### src/rtl/vram_arb_pkg.sv
// Shared types and defaults for the VRAM arbiter.
//   ADDR_W_DEFAULT / DATA_W_DEFAULT : default VRAM address / data widths
//   arbState_t                      : host-read FSM states
//   grant_t                         : per-cycle VRAM slot owner
package vram_arb_pkg;

   localparam int unsigned ADDR_W_DEFAULT = 13;
   localparam int unsigned DATA_W_DEFAULT = 8;

   typedef enum logic [1:0] {
      IDLE,
      RD_ISSUE,
      RD_CAPTURE
   } arbState_t;

   typedef enum logic [1:0] {
      G_DISP,
      G_WR,
      G_RD,
      G_NONE
   } grant_t;

endpackage

### src/rtl/vram_wr_fifo.sv
// Posted-write FIFO for the VRAM arbiter.
//   clk, rst (async, active-high)
//   push/pushData : enqueue (ignored when full)
//   pop/popData   : dequeue head; popData always shows the current head
//   full/empty    : combinational status from the pointers
// DEPTH must be a power of 2 and at least 2.
module vram_wr_fifo #(
   parameter int unsigned WIDTH = 21,
   parameter int unsigned DEPTH = 4
) (
   input  logic             clk,
   input  logic             rst,
   input  logic             push,
   input  logic [WIDTH-1:0] pushData,
   input  logic             pop,
   output logic [WIDTH-1:0] popData,
   output logic             full,
   output logic             empty
);

   localparam int unsigned PTR_W = $clog2(DEPTH);
   localparam logic [PTR_W:0] PTR_ONE = 1;

   logic [WIDTH-1:0] mem [DEPTH];
   // One extra MSB per pointer distinguishes full from empty.
   logic [PTR_W:0]   wrPtrQ, rdPtrQ;
   logic             doPush, doPop;

   assign empty   = (wrPtrQ == rdPtrQ);
   assign full    = (wrPtrQ[PTR_W] != rdPtrQ[PTR_W]) &&
                    (wrPtrQ[PTR_W-1:0] == rdPtrQ[PTR_W-1:0]);
   assign doPush  = push && !full;
   assign doPop   = pop && !empty;
   assign popData = mem[rdPtrQ[PTR_W-1:0]];

   always_ff @(posedge clk or posedge rst) begin
      if (rst) begin
         wrPtrQ <= '0;
         rdPtrQ <= '0;
      end else begin
         if (doPush) wrPtrQ <= wrPtrQ + PTR_ONE;
         if (doPop)  rdPtrQ <= rdPtrQ + PTR_ONE;
      end
   end

   always_ff @(posedge clk) begin
      if (doPush) mem[wrPtrQ[PTR_W-1:0]] <= pushData;
   end

endmodule

### src/rtl/vram_arbiter.sv
// Single-port VRAM scheduler: display readout, posted host writes, host reads.
//   clk, rst (async, active-high)
//   dispReq/dispAddr -> dispData/dispValid : display read, data one cycle later
//   nHostWr/nHostRd/hostAddr/hostWrData     : raw asynchronous host bus
//   hostRdData/hostRdValid                  : held host read result
//   wrFull/wrOverflow                       : FIFO full, sticky dropped-write flag
//   vramAddr/vramWrData/vramWe/vramRdData   : VRAM port (read latency 1)
// Optional feature macro: VRAM_ARB_HOST_READ_EN enables the host read path.
// Without it nHostRd is ignored and hostRdData/hostRdValid are tied low.
module vram_arbiter
   import vram_arb_pkg::*;
#(
   parameter int unsigned ADDR_W      = ADDR_W_DEFAULT,
   parameter int unsigned DATA_W      = DATA_W_DEFAULT,
   parameter int unsigned WFIFO_DEPTH = 4
) (
   input  logic              clk,
   input  logic              rst,
   input  logic              dispReq,
   input  logic [ADDR_W-1:0] dispAddr,
   output logic [DATA_W-1:0] dispData,
   output logic              dispValid,
   input  logic              nHostWr,
   input  logic              nHostRd,
   input  logic [ADDR_W-1:0] hostAddr,
   input  logic [DATA_W-1:0] hostWrData,
   output logic [DATA_W-1:0] hostRdData,
   output logic              hostRdValid,
   output logic              wrFull,
   output logic              wrOverflow,
   output logic [ADDR_W-1:0] vramAddr,
   output logic [DATA_W-1:0] vramWrData,
   output logic              vramWe,
   input  logic [DATA_W-1:0] vramRdData
);

   localparam int unsigned ENTRY_W = ADDR_W + DATA_W;

   grant_t              grant;
   logic                fifoEmpty;
   logic [ENTRY_W-1:0]  fifoHead;
   logic [ADDR_W-1:0]   headAddr;
   logic [DATA_W-1:0]   headData;
   logic                dispValidQ;
   logic                overflowQ;

   // ---------------------------------------------------------------------------
   // Write strobe: 2-flop synchronizer, delayed copy, registered falling edge.
   // ---------------------------------------------------------------------------
   logic wrSync1Q, wrSync2Q, wrSync3Q, wrStrobeQ;

   always_ff @(posedge clk or posedge rst) begin
      if (rst) begin
         wrSync1Q  <= 1'b1;
         wrSync2Q  <= 1'b1;
         wrSync3Q  <= 1'b1;
         wrStrobeQ <= 1'b0;
      end else begin
         wrSync1Q  <= nHostWr;
         wrSync2Q  <= wrSync1Q;
         wrSync3Q  <= wrSync2Q;
         wrStrobeQ <= wrSync3Q & ~wrSync2Q;
      end
   end

   vram_wr_fifo #(
      .WIDTH (ENTRY_W),
      .DEPTH (WFIFO_DEPTH)
   ) uWrFifo (
      .clk      (clk),
      .rst      (rst),
      .push     (wrStrobeQ),
      .pushData ({hostAddr, hostWrData}),
      .pop      (grant == G_WR),
      .popData  (fifoHead),
      .full     (wrFull),
      .empty    (fifoEmpty)
   );

   assign {headAddr, headData} = fifoHead;

   always_ff @(posedge clk or posedge rst) begin
      if (rst) begin
         overflowQ <= 1'b0;
      end else if (wrStrobeQ && wrFull) begin
         overflowQ <= 1'b1;
      end
   end

   assign wrOverflow = overflowQ;

`ifdef VRAM_ARB_HOST_READ_EN
   // ---------------------------------------------------------------------------
   // Host read path. A read is pending whenever the FSM is not IDLE.
   // ---------------------------------------------------------------------------
   logic              rdSync1Q, rdSync2Q, rdSync3Q, rdStrobeQ;
   logic [ADDR_W-1:0] rdAddrQ;
   logic [DATA_W-1:0] rdDataQ;
   logic              rdValidQ;
   logic              capture;
   arbState_t         stateQ, stateD;

   always_ff @(posedge clk or posedge rst) begin
      if (rst) begin
         rdSync1Q  <= 1'b1;
         rdSync2Q  <= 1'b1;
         rdSync3Q  <= 1'b1;
         rdStrobeQ <= 1'b0;
      end else begin
         rdSync1Q  <= nHostRd;
         rdSync2Q  <= rdSync1Q;
         rdSync3Q  <= rdSync2Q;
         rdStrobeQ <= rdSync3Q & ~rdSync2Q;
      end
   end

   // A new strobe always wins: it re-latches the address and restarts the issue,
   // so only the most recent read is ever outstanding.
   always_comb begin
      stateD = stateQ;
      if (rdStrobeQ) begin
         stateD = RD_ISSUE;
      end else begin
         case (stateQ)
            IDLE:       stateD = IDLE;
            RD_ISSUE:   if (grant == G_RD) stateD = RD_CAPTURE;
            RD_CAPTURE: stateD = IDLE;
            default:    stateD = IDLE;
         endcase
      end
   end

   assign capture = (stateQ == RD_CAPTURE);

   always_ff @(posedge clk or posedge rst) begin
      if (rst) begin
         stateQ   <= IDLE;
         rdAddrQ  <= '0;
         rdDataQ  <= '0;
         rdValidQ <= 1'b0;
      end else begin
         stateQ <= stateD;
         if (rdStrobeQ) rdAddrQ <= hostAddr;
         if (capture)   rdDataQ <= vramRdData;
         if (rdStrobeQ)     rdValidQ <= 1'b0;
         else if (capture)  rdValidQ <= 1'b1;
         else if (rdSync2Q) rdValidQ <= 1'b0;
      end
   end

   // During RD_CAPTURE the VRAM data is forwarded so the result is visible in the
   // capture cycle itself; the register then holds it.
   assign hostRdData  = capture ? vramRdData : rdDataQ;
   assign hostRdValid = (capture & ~rdStrobeQ) | rdValidQ;
`else
   logic unusedRd;
   assign unusedRd    = nHostRd;
   assign hostRdData  = '0;
   assign hostRdValid = 1'b0;
`endif

   // ---------------------------------------------------------------------------
   // Slot grant: display, then posted writes, then the pending host read.
   // Reads sit behind every queued write, which keeps read-after-write coherent.
   // ---------------------------------------------------------------------------
   always_comb begin
      grant = G_NONE;
      if (dispReq) grant = G_DISP;
      else if (!fifoEmpty) grant = G_WR;
`ifdef VRAM_ARB_HOST_READ_EN
      else if (stateQ == RD_ISSUE) grant = G_RD;
`endif
   end

   always_comb begin
      vramAddr = dispAddr;
      vramWe   = 1'b0;
      if (grant == G_WR) begin
         vramAddr = headAddr;
         vramWe   = 1'b1;
      end
`ifdef VRAM_ARB_HOST_READ_EN
      else if (grant == G_RD) begin
         vramAddr = rdAddrQ;
      end
`endif
   end

   assign vramWrData = headData;

   always_ff @(posedge clk or posedge rst) begin
      if (rst) dispValidQ <= 1'b0;
      else     dispValidQ <= dispReq;
   end

   assign dispValid = dispValidQ;
   assign dispData  = dispValidQ ? vramRdData : '0;

endmodule
### config.mk
export PLATFORM = sky130hd
export DESIGN_NAME = vram_arbiter
export DESIGN_NICKNAME = d
export VERILOG_FILES = /design/src/rtl/vram_arb_pkg.sv /design/src/rtl/vram_wr_fifo.sv /design/src/rtl/vram_arbiter.sv
export SDC_FILE = /design/constraint.sdc
export NUM_CORES = 1
export LEC_CHECK = 0
export ABC_AREA = 1
export CORE_MARGIN = 4
export CORE_UTILIZATION = 46
export CTS_CLUSTER_SIZE = 25
export DETAILED_ROUTE_END_ITERATION = 8
export PLACE_DENSITY = 0.78
export SYNTH_ARGS = -nofsm -noshare
export SYNTH_HDL_FRONTEND = slang
export SYNTH_SLANG_ARGS = --single-unit
### constraint.sdc
create_clock -name clk -period 2.3 [get_ports clk]
set_input_delay 0.46 -clock clk [delete_from_list [all_inputs] [get_ports clk]]
set_output_delay 0.46 -clock clk [all_outputs]
set_load 0.05 [all_outputs]
==> summary.md, run 1 <==
| Metric | Value |
|---|---|
| Critical Setup Path Class | `reg2out` |
| Area enclosed by the die boundary | `0.0110 sq mm` |
| Fraction of synthesized cell area in xor and xnor cells | `0.203%` |
| Hold crit path type | `reg2reg` |
| Post-route standard cell area excluding fillers | `0.00567 sq mm` |
| Number of hold-slack violations in the final timing report | `0` |
| RR Endpoint | `uWrFifo.mem[2][2]$_DFFE_PP_` |
| DP Area | `0.00526 sq mm` |
| Mux cell area share after synthesis | `0%` |
| Outcome | `finished clean` |
| Cell type contributing the most total cell area after synthesis | `edfxtp_1` |
| Number of synthesized flops with an enable pin | `84` |
| Tightest hold margin | `0.363 ns` |
| Final Routed Wirelength | `9.43 mm` |
| First-pass GRT wire length | `14.3 mm` |
| Share of flip-flops with an asynchronous set or reset after synthesis | `12.5%` |
| Biggest area contributors in the synthesized netlist | `edfxtp_1, nand2_1, inv_1` |
| CTS H-tree depth | `3` |
| Number of cells traversed by the worst register-to-register path | `7` |
| Fraction of the core area covered by cells at the end of the flow | `61.7%` |
| VDD IR max | `0.622 mV` |
| Die width | `105 microns` |
| Remaining design rule violation count | `0` |
| Routed via count | `3130` |
| CTS Buffer Depth | `2` |
| Pin count of the biggest net entering global routing | `33` |
| Worst path arrival time | `1.79 ns` |
| Clock buffer count from CTS | `9` |
| Final period util | `98.0%` |
| Final setup violation count | `0` |
| Average instance area after synthesis | `10.1 sq um` |
| Critical Path Fanout Max | `7` |
| Yosys top cell area share | `58.4%` |
| Pwr Density | `1180 mW/mm^2` |
| Most used flip-flop cell after synthesis | `edfxtp_1` |
| Number of distinct library cells after synthesis | `23` |
| FMAX | `0.443 GHz` |
| Number of I/O pins | `89` |
| Detailed-routing iteration count for the pre-antenna-repair pass | `5` |
| Total negative setup slack | `0 ns` |
| Port-buffer cells | `78` |
| Antenna cell count | `0` |
| CP Launch Type | `register` |
| Fin Clk Skew | `0.00360 ns` |
| Reg-to-Reg Start | `uWrFifo.rdPtrQ[0]$_DFFE_PP0P_` |
| Worst EP required | `1.84 ns` |
| Clock tree from TritonCTS | `built` |
| Post-DP HPWL | `5.97 mm` |
| Simple-gate share of the synthesized area | `19.3%` |
| Min-delay src | `wrSync1Q$_DFF_PP1_` |
| GRT Util Overall | `16.5%` |
| Final GP Congestion | `0.786` |
| Filler cell count in the final layout | `717` |
| Core Rows | `35` |
| Clock-pin slew reported for the worst setup and hold paths after clock tree synthesis | `0.08 ns` |
| DIE HEIGHT | `105 microns` |
| Number of nets in the final layout | `578` |
| Syn Inst Count | `426` |
| Area added between synthesis and finish | `31.4%` |
| Nature of the critical path endpoint | `primary output` |
| Max-capacitance violation count | `0` |
| Clock net sink count | `96` |
| Slew @ Worst Pin | `0.501 ns` |
| Vias per cell | `4.88` |
| Warning count from the yosys run | `0` |
| Number of global-route vias before repair | `2972` |
| Detailed-route wire length per cell | `14.7 microns` |
| Iter 0 DRT Violations | `192` |
| Core area | `0.00920 sq mm` |
| Time the final worst path needs with I/O delays and setup | `2.25 ns` |
| Setup slack on the worst flop-to-flop path | `0.32 ns` |
| CTS Root Buffer Type | `clkbuf_8` |
| Slew Viols, Final | `0` |
| Share of cells above drive strength 1 | `18.8%` |
| Worst Setup EP | `vramAddr[1]` |
| CP Launch Point | `uWrFifo.rdPtrQ[0]$_DFFE_PP0P_` |
| Post-Synthesis Cell Area | `0.00432 sq mm` |
| LEAKAGE | `2.55 nW` |
| Initial standard-cell utilization of the core | `46.9%` |
| Post-synthesis register bit count | `96` |
| Main combinational cell family by area after synthesis | `simple AND/OR/NAND/NOR gates` |
| Share of the yosys chip area belonging to registers | `65.5%` |
| Clock insertion delay at the later pin of the skew report | `0.36 ns` |
| GR Overflow Total | `0` |
| ANT nets after route | `0` |
| Remaining max-slew budget at the tightest pin | `66.5%` |
| Synthesized-area fraction occupied by adder cells | `1.45%` |
| Number of antenna violations at the first check in global routing | `0` |
| Complex-gate fraction of the synthesized area | `3.01%` |
-- metal layers --
| layer | GRT usage (%) | vias to the layer above | part of all wire (%) |
|---|---|---|---|
| li1 | - | 1545 | - |
| met1 | 20.0 | 1451 | 42 |
| met2 | 28.5 | 117 | 50 |
| met3 | 3.77 | 17 | 6.0 |
| met4 | 6.56 | 0 | 2.0 |
| met5 | 0 | - | 0 |
-- final cells by class --
cell class / count / area [sq um] / share of cell area, %
flip-flops and latches: 96 / 2830 / 49.9
multi-input cells: 236 / 1110 / 19.6
repair buffers: 105 / 1110 / 19.5
inverters: 77 / 305 / 5.38
well taps: 111 / 139 / 2.45
clock buffers: 11 / 131 / 2.32
clock inverters: 5 / 32.5 / 0.574
repair inverters: 1 / 8.76 / 0.154
-- worst min-delay path by stage --
stage | to | slack, ns | depth (start not counted)
finish | wrSync2Q$_DFF_PP1_ | 0.36 | 0
global route | wrSync2Q$_DFF_PP1_ | 0.37 | 0
CTS | wrSync2Q$_DFF_PP1_ | 0.36 | 0
detailed placement | wrSync2Q$_DFF_PP1_ | 0.35 | 0
global placement | wrSync2Q$_DFF_PP1_ | 0.35 | 0
floorplan | dispValid$_DFF_PP0_ | 0.32 | 1
-- flip-flops by register name, summed over array words and instances, names as in the netlist --
name,cells
uWrFifo.wrPtrQ,3
wrSync3Q,1
dispValid,1
wrSync1Q,1
uWrFifo.rdPtrQ,3
uWrFifo.mem,84
wrStrobeQ,1
wrSync2Q,1
wrOverflow,1
-- critical path: stages (launching register included) --
cell and delay [ns]:
dfrtp_2 0.49, buf_8 0.15, nand2_2 0.07, nand2_4 0.06, nand3_4 0.15, clkbuf_16 0.19
nand3_1 0.06, nand2_1 0.07, buf_4 0.19
-- cell families (layout without fill, tap and decap cells) --
| logic type | Yosys count | after routing |
|---|---|---|
| AND/OR/NAND/NOR | 196 | 197 |
| buffers and inverters | 103 | 199 |
| AO/OA/AOI/OAI | 24 | 24 |
| flip-flops | 96 | 96 |
| other | 1 | 9 |
| adder cells (fa/ha/maj) | 5 | 5 |
| XOR/XNOR | 1 | 1 |
-- Yosys cell counts (2+ instances only) --
master / count
buf_2: 7
buf_4: 10
buf_6: 2
clkbuf_1: 7
dfrtp_1: 9
dfstp_2: 3
edfxtp_1: 84
ha_1: 5
inv_1: 74
nand2_1: 125
nand2_2: 2
nand2_4: 2
nand3_1: 45
nor2_1: 20
o21ai_0: 16
o22ai_1: 8
-- layout by cell type (no fill, tap or decap), types with 2 or more instances in the layout --
master / Yosys / routed
nand2_1: 125 / 121
dfrtp_2: 0 / 5
inv_1: 74 / 71
nand2_2: 2 / 6
clkbuf_1: 7 / 2
edfxtp_1: 84 / 84
clkdlybuf4s50_1: 0 / 47
conb_1: 1 / 9
inv_6: 1 / 2
buf_6: 2 / 12
nor2_2: 0 / 3
nand3_1: 45 / 45
inv_2: 1 / 4
nor2_1: 20 / 17
buf_12: 0 / 10
buf_8: 0 / 2
clkbuf_8: 0 / 9
dfrtp_1: 9 / 4
buf_4: 10 / 33
o22ai_1: 8 / 8
dfstp_2: 3 / 3
ha_1: 5 / 5
o21ai_0: 16 / 16
clkinvlp_4: 0 / 3
nand2_8: 0 / 2
-- stage by stage --
stage                     setup slack (ns)  power [mW]  instances
after floorplan                     0.0909        4.44        434
after global placement               0.190        5.30        612
after detailed placement             0.145        5.38        612
after CTS                           0.0132        6.38        628
after global routing               -0.0116        7.09        642
final                               0.0452        6.71        642
-- report_power, final --
part           internal [mW]  leakage [nW]  switching, mW  total (mW)
Clock                  0.392        0.0774          0.551       0.943
Sequential              2.14         0.898          0.132        2.27
Combinational           1.22          1.57           2.28        3.50
-- repair_timing --
| action | 4_1_cts | 5_1_grt |
|---|---|---|
| hold buffers | 0 | 0 |
| setup buffers | 0 | 11 |
| pin swaps | 0 | 5 |
| gates resized for setup | 8 | 28 |
| cloned | 0 | 3 |
| setup endpoints to repair | 13 | 15 |
Note: power is estimated with default switching activity, not from simulation.
==> run 2, diff against run 1 <==
--- a/config.mk
+++ b/config.mk
@@ -7,10 +7,11 @@
 export LEC_CHECK = 0
 export ABC_AREA = 1
 export CORE_MARGIN = 4
-export CORE_UTILIZATION = 46
+export CORE_UTILIZATION = 55
 export CTS_CLUSTER_SIZE = 25
 export DETAILED_ROUTE_END_ITERATION = 8
-export PLACE_DENSITY = 0.78
+export PLACE_DENSITY = 0.87
+export REMOVE_ABC_BUFFERS = 1
 export SYNTH_ARGS = -nofsm -noshare
 export SYNTH_HDL_FRONTEND = slang
 export SYNTH_SLANG_ARGS = --single-unit
==> constraint.sdc (replaced) <==
create_clock -name clk -period 2.9 [get_ports clk]
set_input_delay 0.58 -clock clk [delete_from_list [all_inputs] [get_ports clk]]
set_output_delay 0.58 -clock clk [all_outputs]
set_load 0.05 [all_outputs]
==> summary.md, run 2 (synthesis results as in run 1) <==
| Metric | Value |
|---|---|
| Share of cells above drive strength 1 | `12.0%` |
| Number of I/O pins | `89` |
| Core area | `0.00769 sq mm` |
| Slew @ Worst Pin | `0.502 ns` |
| Port-buffer cells | `78` |
| Time the final worst path needs with I/O delays and setup | `2.67 ns` |
| Routed via count | `3186` |
| Setup fix buffers added after clock tree synthesis | `0` |
| Clock net sink count | `96` |
| Area added between synthesis and finish | `23.8%` |
| RSZ-0062 raised after global routing | `no` |
| Tightest hold margin | `0.362 ns` |
| FMAX | `0.375 GHz` |
| Number of hold-slack violations in the final timing report | `0` |
| Clock tree from TritonCTS | `built` |
| Critical Path Fanout Max | `22` |
| Flip-flop count of the largest register after layout | `84` |
| Commonest non-fill, non-tap cells in the layout | `nand2_1, edfxtp_1, inv_1` |
| Clock buffer count from CTS | `9` |
| CP Launch Type | `register` |
| Post-DP HPWL | `6.04 mm` |
| Slew Viols, Final | `0` |
| First-pass GRT wire length | `14.7 mm` |
| Clock-pin slew reported for the worst setup and hold paths after clock tree synthesis | `0.09 ns` |
| DIE HEIGHT | `96.6 microns` |
| Final GP Congestion | `0.764` |
| GRT Util Overall | `21.4%` |
| Area enclosed by the die boundary | `0.00933 sq mm` |
| Detailed-route wire length per cell | `15.6 microns` |
| Pin count of the biggest net entering global routing | `45` |
| Remaining max-slew budget at the tightest pin | `66.5%` |
| Pwr Density | `962 mW/mm^2` |
| Antenna cell count | `0` |
| Remaining design rule violation count | `0` |
| Iter 0 DRT Violations | `271` |
| Outcome | `finished clean` |
| Number of global-route vias before repair | `3106` |
| LEAKAGE | `2.41 nW` |
| Final Routed Wirelength | `9.55 mm` |
| Clock insertion delay at the later pin of the skew report | `0.36 ns` |
| Post-cts gate resize count | `0` |
| Detailed-routing iteration count for the pre-antenna-repair pass | `6` |
| Vias per cell | `5.21` |
| Fraction of the core area covered by cells at the end of the flow | `69.5%` |
| Total negative setup slack | `0 ns` |
| Final setup violation count | `0` |
| Final period util | `92.0%` |
| Worst path arrival time | `2.09 ns` |
| Worst EP required | `2.32 ns` |
| Number of nets in the final layout | `558` |
| Max-capacitance violation count | `0` |
| Initial standard-cell utilization of the core | `56.2%` |
| CTS Buffer Depth | `2` |
| Nature of the critical path endpoint | `primary output` |
| VDD IR max | `0.888 mV` |
| Hold-fix buffers at CTS | `0` |
| GR Overflow Total | `0` |
| ANT nets after route | `0` |
| Core Rows | `32` |
| Hold crit path type | `reg2reg` |
| CTS Root Buffer Type | `clkbuf_8` |
| Filler cell count in the final layout | `530` |
| CTS H-tree depth | `3` |
| Die width | `96.6 microns` |
| Fin Clk Skew | `0.00990 ns` |
| Critical Setup Path Class | `reg2out` |
| Number of antenna violations at the first check in global routing | `0` |
| Most common cell after layout, fill and taps aside | `nand2_1` |
-- run 2: report_power, final --
group | total [mW] | switching, mW | internal (mW)
logic | 2.43 | 1.73 | 0.698
registers | 1.77 | 0.0835 | 1.69
clock network | 0.944 | 0.455 | 0.488
total | 5.14 | 2.27 | 2.87
-- run 2: final timing paths --
kind,startpoint,to,slack (ns),cells after the start
max,uWrFifo.rdPtrQ[0]$_DFFE_PP0P_,vramAddr[12],0.23,8
min,wrSync1Q$_DFF_PP1_,wrSync2Q$_DFF_PP1_,0.36,0
max reg2reg,uWrFifo.rdPtrQ[0]$_DFFE_PP0P_,uWrFifo.mem[0][11]$_DFFE_PP_,1.08,7
min reg2reg,wrSync1Q$_DFF_PP1_,wrSync2Q$_DFF_PP1_,0.36,0
max in group asynchronous,rst,wrSync1Q$_DFF_PP1_,2.01,2
min in group asynchronous,rst,wrStrobeQ$_DFF_PP0_,0.54,2
-- run 2: per-stage QoR --
step | cell area, sq um | power [mW] | std cells | setup WS (ns)
2_1_floorplan | 4190 | 3.42 | 408 | -0.0886
3_3_place_gp | 5130 | 4.12 | 597 | 0.373
3_5_place_dp | 5130 | 4.22 | 597 | 0.337
4_1_cts | 5340 | 5.16 | 612 | 0.210
5_1_grt | 5340 | 5.42 | 612 | 0.0871
6_report | 5340 | 5.14 | 612 | 0.231
-- run 2: layout make-up --
cell class | instances | area [sq um] | area share (%)
Clock inverter | 6 | 92.6 | 1.73
Sequential cell | 96 | 2830 | 52.9
Timing Repair Buffer | 87 | 803 | 15.0
Multi-Input combinational cell | 235 | 1070 | 20.1
Inverter | 77 | 294 | 5.50
Clock buffer | 9 | 124 | 2.32
Tap cell | 102 | 128 | 2.39
-- run 2: metal layers --
metal / part of all wire [%] / routed length (microns) / GRT usage (%)
met1: 35 / 3360 / 23.1
met2: 53 / 5030 / 40.0
met3: 10 / 958 / 5.11
met4: 2.1 / 204 / 8.76
met5: 0 / 0 / 0
-- run 2: worst max-delay path, stage by stage, from the launching register on --
cell,delay [ns]
dfrtp_1,0.45
inv_6,0.19
nand2_2,0.09
nand2_4,0.08
nand3_4,0.22
nand2_4,0.29
nand2_1,0.10
nand2_1,0.09
buf_4,0.20
==> run 3, diff against run 2 <==
--- a/config.mk
+++ b/config.mk
@@ -6,6 +6,7 @@
 export NUM_CORES = 1
 export LEC_CHECK = 0
 export ABC_AREA = 1
+export CORE_ASPECT_RATIO = 1.4
 export CORE_MARGIN = 4
 export CORE_UTILIZATION = 55
 export CTS_CLUSTER_SIZE = 25
==> summary.md, run 3 (synthesis results as in run 1) <==
| Metric | Value |
|---|---|
| DP Area | `0.00511 sq mm` |
| Critical Setup Path Class | `reg2out` |
| Clock tree from TritonCTS | `built` |
| Routed via count | `3123` |
| Pwr Density | `928 mW/mm^2` |
| Switching share of power | `45.3%` |
| Remaining design rule violation count | `0` |
| CP Launch Type | `register` |
| Cells traversed along the worst timing path | `clkinv_8 > nand2_2 > nand2_4 > nand3_4 > nand2_4 > nand2_1 > nand2_1 > buf_4` |
| DIE HEIGHT | `113 microns` |
| Final setup violation count | `0` |
| Reported net switching power | `2.21 mW` |
| Clock insertion delay at the later pin of the skew report | `0.36 ns` |
| Area added between synthesis and finish | `22.1%` |
| VDD IR max | `0.699 mV` |
| Hold-fix buffers at CTS | `0` |
| CP max-delay cell | `dfrtp_2` |
| Clock buffer count from CTS | `9` |
| Crit path depth | `8` |
| Antenna cell count | `0` |
| Post-route standard cell area excluding fillers | `0.00527 sq mm` |
| Final instance count without filler cells | `608` |
| Time the final worst path needs with I/O delays and setup | `2.68 ns` |
| Final Routed Wirelength | `9.24 mm` |
| Fraction of the core area covered by cells at the end of the flow | `68.4%` |
| Slew Viols, Final | `0` |
| Worst path arrival time | `2.10 ns` |
| Number of cells traversed by the worst hold path | `0` |
| Max-capacitance violation count | `0` |
| Flip-flop count of the largest register after layout | `84` |
| Reg power frac | `36.7%` |
| Fin Clk Skew | `0.00901 ns` |
| Setup slack on the worst flop-to-flop path | `0.86 ns` |
| Cell count after placement | `594` |
| First-pass GRT wire length | `14.6 mm` |
| Final GP Congestion | `0.881` |
| Largest incremental delay on the critical path | `0.51 ns` |
| Nature of the critical path endpoint | `primary output` |
| Register area | `0.00283 sq mm` |
| Tightest hold margin | `0.365 ns` |
| Number of cells traversed by the worst register-to-register path | `7` |
| Internal power | `2.68 mW` |
| Clock-pin slew reported for the worst setup and hold paths after clock tree synthesis | `0.08 ns` |
| FMAX | `0.374 GHz` |
| CTS Buffer Depth | `2` |
| Post-DP HPWL | `5.99 mm` |
| Die width | `82.9 microns` |
| Number of nets in the final layout | `557` |
| Detailed-routing iteration count for the pre-antenna-repair pass | `5` |
| ANT nets after route | `0` |
| Core Rows | `38` |
| Commonest non-fill, non-tap cells in the layout | `nand2_1, edfxtp_1, inv_1` |
| LEAKAGE | `2.38 nW` |
| Pin count of the biggest net entering global routing | `45` |
| Post-cts gate resize count | `0` |
| Setup fix buffers added after clock tree synthesis | `0` |
| Core area | `0.00770 sq mm` |
| Filler cell count in the final layout | `561` |
| Vias per cell | `5.14` |
| Number of I/O pins | `89` |
| Fraction of power consumed by combinational cells | `48.9%` |
| Clock power share | `14.4%` |
| Port-buffer cells | `78` |
| WP buf/inv | `2` |
| Kind of cell adding the most delay to the critical path | `simple AND/OR/NAND/NOR gates` |
| CTS Root Buffer Type | `clkbuf_8` |
| Number of global-route vias before repair | `3139` |
| Share of cells above drive strength 1 | `11.8%` |
| Outcome | `finished clean` |
| Final period util | `92.3%` |
| Number of hold-slack violations in the final timing report | `0` |
| Hold crit path type | `reg2reg` |
| Combined area of the multi-input logic cells | `0.00107 sq mm` |
| Detailed-route wire length per cell | `15.2 microns` |
| Critical Path Fanout Max | `44` |
| Worst EP required | `2.32 ns` |
| Number of antenna violations at the first check in global routing | `0` |
| GR Overflow Total | `0` |
| Clock net sink count | `96` |
| Iter 0 DRT Violations | `300` |
| RSZ-0062 raised after global routing | `no` |
| Most common cell after layout, fill and taps aside | `nand2_1` |
| CTS H-tree depth | `3` |
| Initial standard-cell utilization of the core | `56.0%` |
| GRT Util Overall | `19.9%` |
| Area enclosed by the die boundary | `0.00935 sq mm` |
run 3: cell types whose count changed in the layout (fill, tap and decap cells not counted), sizes merged:
cell	change
bufinv	-2
clkdlybuf4s50	-2
inv	-3
buf	+1
clkinv	+5
clkinvlp	-1
run 3: final cells by class:
cell class	count	area share, %
well taps	100	2.37
clock inverters	5	0.499
flip-flops and latches	96	53.7
inverters	77	5.72
multi-input cells	235	20.4
repair buffers	86	15.0
clock buffers	9	2.35
run 3: worst paths after layout:
path,end,start
worst max-delay path,vramAddr[0],uWrFifo.rdPtrQ[0]$_DFFE_PP0P_
worst min-delay path,wrSync2Q$_DFF_PP1_,wrSync1Q$_DFF_PP1_
worst max register to register,uWrFifo.mem[1][7]$_DFFE_PP_,uWrFifo.rdPtrQ[0]$_DFFE_PP0P_
worst min register to register,wrSync2Q$_DFF_PP1_,wrSync1Q$_DFF_PP1_
max in group asynchronous,wrSync2Q$_DFF_PP1_,rst
min in group asynchronous,wrOverflow$_DFFE_PP0P_,rst
run 3: layer usage:
layer,share of wire (%),track usage (%),up-vias
met4,2.2,7.85,0
met3,6.6,3.57,18
met1,37,22.8,1466
li1,-,-,1494
met5,0,0,-
met2,54,36.7,145
run 3: through the flow:
step | power, mW | setup TNS (ns) | setup WS, ns
after floorplan | 3.42 | -5.58 | -0.0886
after global placement | 4.11 | 0 | 0.364
after detailed placement | 4.19 | 0 | 0.364
after CTS | 4.89 | 0 | 0.0556
after global routing | 5.17 | 0 | 0.0623
final | 4.89 | 0 | 0.225
run 3: power by group through the flow:
stage,Combinational [mW],Clock (mW),Sequential (mW)
CTS,2.39,0.716,1.79
global route,2.59,0.772,1.81
detailed placement,2.38,0,1.82
finish,2.39,0.705,1.79
floorplan,1.53,0,1.89
global placement,2.30,0,1.80
==> edit 1 (settings of run 1) <==
Add a define of `VRAM_ARB_HOST_READ_EN`.
--- a/src/rtl/vram_arbiter.sv
+++ b/src/rtl/vram_arbiter.sv
@@ -7,6 +7,8 @@
 //   vramAddr/vramWrData/vramWe/vramRdData   : VRAM port (read latency 1)
 // Optional feature macro: VRAM_ARB_HOST_READ_EN enables the host read path.
 // Without it nHostRd is ignored and hostRdData/hostRdValid are tied low.
+`define VRAM_ARB_HOST_READ_EN
+
 module vram_arbiter
    import vram_arb_pkg::*;
 #(
Function: changed (Yosys sat finds a counterexample within 10 cycles, from zero or initial values and one cycle with rst high).
==> edit 1 against run 1 <==
The run now ends with setup timing left; cell count rose by 17%; power grew 58%; non-clock buffer count is 14 higher; worst setup slack worse by 0.083 ns; synthesized area increased by 21%; critical endpoint unchanged; sequential cell count up 28; design area up 31%; routed wire length is 41% higher.
==> edit 1: results (changes against run 1) <==
| Metric | Value |
|---|---|
| Final setup viols | `6 (was 0)` |
| Register-to-Register Path Depth | `9 (was 7)` |
| Synth Area per Inst | `10.7 um2 (was 10.1 um2)` |
| Net Sw Frac | `41.5% (was 44.2%)` |
| Reg power frac | `27.4% (was 33.8%)` |
| First-pass GRT wire length | `20.5 mm (was 14.3 mm)` |
| Hold EP | `dispValid$_DFF_PP0_ (was wrSync2Q$_DFF_PP1_)` |
| GRT Total Usage | `20.5% (was 16.5%)` |
| Via density | `5.33 (was 4.88)` |
| H-Tree Depth | `4 (was 3)` |
| Slowest stage delay, CP | `0.42 ns (was 0.49 ns)` |
| Share of layout cells above drive strength 1 | `25.3% (was 18.8%)` |
| Post-DP Area | `6620 um2 (was 5260 um2)` |
| Worst-Skew Late Latency | `0.41 ns (was 0.36 ns)` |
| Worst hold start | `dispReq (was wrSync1Q$_DFF_PP1_)` |
| DRT Wirelength | `13.3 mm (was 9.43 mm)` |
| RR Endpoint | `uWrFifo.mem[2][14]$_DFFE_PP_ (was uWrFifo.mem[2][2]$_DFFE_PP_)` |
| Clk slew on worst S/H paths | `0.06 ns (was 0.08 ns)` |
| Setup TNS | `-0.0864 ns (was 0 ns)` |
| Sequential share of the synthesized area | `67.8% (was 65.5%)` |
| Violated checks | `setup timing` |
| Worst Setup Slack, final | `-0.0377 ns (was 0.0452 ns)` |
| FF-to-FF Start | `uWrFifo.wrPtrQ[0]$_DFFE_PP0P_ (was uWrFifo.rdPtrQ[0]$_DFFE_PP0P_)` |
| Final clock skew | `0.00826 ns (was 0.00360 ns)` |
| I/O Buffers | `88 (was 78)` |
| Final instance area | `7440 um2 (was 5670 um2)` |
| Seq_cells | `124 (was 96)` |
| ClkCell Share | `7.42% (was 2.89%)` |
| Non-clk buf share | `20.0% (was 19.5%)` |
| Inst Count DP | `707 (was 612)` |
| Status | `finished with violations (was completed)` |
| Finished Layout Cells | `753 (was 642)` |
| Crit path DAT | `1.88 ns (was 1.79 ns)` |
| Sequential power | `2.92 mW (was 2.27 mW)` |
| Leakage | `3.08 nW (was 2.55 nW)` |
| Logic pwr share | `49.7% (was 52.2%)` |
| Synth cell types | `29 (was 23)` |
| Fraction of area in multi-input gates | `19.6% (about the same)` |
| Largest net degree at the start of global routing | `41 (was 33)` |
| Worst-Margin Slew | `0.516 ns (was 0.501 ns)` |
| Fraction of registers with async set/reset | `32.3% (was 12.5%)` |
| Pre-CTS setup slack | `-0.0489 ns (was 0.145 ns)` |
| Inverters, non-clock | `57 (was 78)` |
| CP max-delay cell | `dfrtp_1 (was dfrtp_2)` |
| NumNets Final | `652 (was 578)` |
[edit 1: cell families (layout without fill, tap and decap cells)]
kind of cell	Yosys count	after routing	share of synthesized area (%)
AO/OA/AOI/OAI	85	85	8.88
XOR/XNOR	4	4	0.672
AND/OR/NAND/NOR	187	187	15.0
buffers and inverters	80	208	6.51
adder cells (fa/ha/maj)	5	5	1.20
flip-flops	124	124	67.8
[edit 1: what timing repair did]
action	4_1_cts	5_1_grt
resized for setup	24	20
pin swaps	3	3
setup endpoints to repair	14	14
hold buffers	0	0
endpoints found under the hold margin	0	0
buffers inserted	11	2
cloned	1	1
[edit 1: layer usage]
metal  part of all wire (%)  routed length (um)  GRT usage [%]
met1                     40                5360           24.8
met4                    1.2                 165           6.65
met5                      0                   0              0
met2                     51                6790           35.8
met3                    7.3                 975           5.13
[edit 1: worst max-delay path, delay by kind of cell, from the launching register on]
kind	cells	cell delay, ns
buffers and inverters	3	0.43
flip-flops	1	0.42
AND/OR/NAND/NOR	6	0.65
==> edit 2 (config.mk and constraints of run 1) <==
Made on the original files. Register the output `wrOverflow` once more, without a reset; this adds one clock of latency there. The other outputs are not delayed to match.
--- a/src/rtl/vram_arbiter.sv
+++ b/src/rtl/vram_arbiter.sv
@@ -87,7 +87,9 @@
       end
    end
 
-   assign wrOverflow = overflowQ;
+   always_ff @(posedge clk) begin
+      wrOverflow <= overflowQ;
+   end
 
 `ifdef VRAM_ARB_HOST_READ_EN
    // ---------------------------------------------------------------------------
Function: no difference found for any inputs over 10 cycles, from zero or initial values and one cycle with rst high; that may be too few to reach the edited logic, so the function may still have changed.
==> edit 2 against run 1 <==
Worst setup slack gained 0.076 ns; combinational power shrank 8.3%; power grew 0.34%; synthesized area grew 0.46%; routed wire length shrank 0.71%; first-iteration DRC count grew 6.3%; count of clock-buffer cells in the layout grew 1; design area shrank 1.5%; sequential cell count grew 1.
==> edit 2: results (changes against run 1) <==
| Metric | Value |
|---|---|
| Status | `completed (unchanged)` |
| Finished Layout Cells | `635 (was 642)` |
| Sequential share of the synthesized area | `65.6% (was 65.5%)` |
| Postcts setup bufs | `1 (was 0)` |
| Synth cell types | `24 (was 23)` |
| Adder-cell share of the synthesized area | `1.44% (was 1.45%)` |
| M1 GR Usage | `20.8% (was 20.0%)` |
| Largest net degree at the start of global routing | `37 (was 33)` |
| CP max-delay cell | `clkdlybuf4s50_1 (was dfrtp_2)` |
| Pre-CTS setup slack | `0.199 ns (was 0.145 ns)` |
| Reg power frac | `33.9% (was 33.8%)` |
| Fraction of area in multi-input gates | `19.4% (was 19.6%)` |
| NumNets Final | `572 (was 578)` |
| Leakage | `2.52 nW (was 2.55 nW)` |
| CLK BUF | `12 (was 11)` |
| Logic pwr share | `47.6% (was 52.2%)` |
| Crit path DAT | `1.72 ns (was 1.79 ns)` |
| Met3 WL | `670 um (was 570 um)` |
| DR pass1 iterations | `4 (was 5)` |
| Met3 Usage GRT | `4.14% (was 3.77%)` |
| Gpl congestion | `0.802 (was 0.786)` |
| Non-clk buf share | `17.8% (was 19.5%)` |
| Met2 routed WL | `4.91 mm (was 4.75 mm)` |
| Via count | `3124 (was 3130)` |
| Cell Pwr Density | `1210 nW/um2 (was 1180 nW/um2)` |
| Fillcell total | `728 (was 717)` |
| Peak supply drop | `0.770 mV (was 0.622 mV)` |
| First-pass GRT wire length | `15.0 mm (was 14.3 mm)` |
| Area fraction in compound gates after synthesis | `3.00% (was 3.01%)` |
| Multi-input gate area | `1080 um2 (was 1110 um2)` |
| WL met1 | `3.68 mm (was 3.93 mm)` |
| Sequential cell area | `2850 um2 (was 2830 um2)` |
| Critical-path maximum fanout | `11 (was 7)` |
| GRT Total Usage | `17.3% (was 16.5%)` |
| Met2 Use GR | `30.5% (was 28.5%)` |
| Synth area leaders | `edfxtp_1 (58%), nand2_1 (11%), inv_1 (6.4%) (unchanged)` |
| HPWL after detailed placement | `6.35 mm (was 5.97 mm)` |
| Average wire per cell in the routed design | `14.7 um (about the same)` |
| Inst Count DP | `615 (was 612)` |
| DRT iter0 DRCs | `204 (was 192)` |
| Fraction of registers with async set/reset | `12.4% (was 12.5%)` |
-- edit 2: changes by cell type in the layout (fill, tap and decap cells not counted), sizes merged --
cell | before | now
dfxtp | 0 | 1
clkinvlp | 3 | 0
buf | 57 | 52
bufinv | 0 | 3
inv | 77 | 76
nand2 | 130 | 129
clkinv | 3 | 2
-- edit 2: worst paths after layout --
check                                         startpoint                       endpoint  slack [ns]  depth (start not counted)
max                                              dispReq                    vramAddr[7]        0.12                          6
min                                   wrSync1Q$_DFF_PP1_             wrSync2Q$_DFF_PP1_        0.36                          0
max reg2reg                uWrFifo.wrPtrQ[0]$_DFFE_PP0P_   uWrFifo.mem[3][15]$_DFFE_PP_        0.56                          7
min reg2reg                           wrSync1Q$_DFF_PP1_             wrSync2Q$_DFF_PP1_        0.36                          0
max in group asynchronous                            rst  uWrFifo.rdPtrQ[0]$_DFFE_PP0P_        1.53                          2
min in group asynchronous                            rst            wrStrobeQ$_DFF_PP0_        0.42                          2
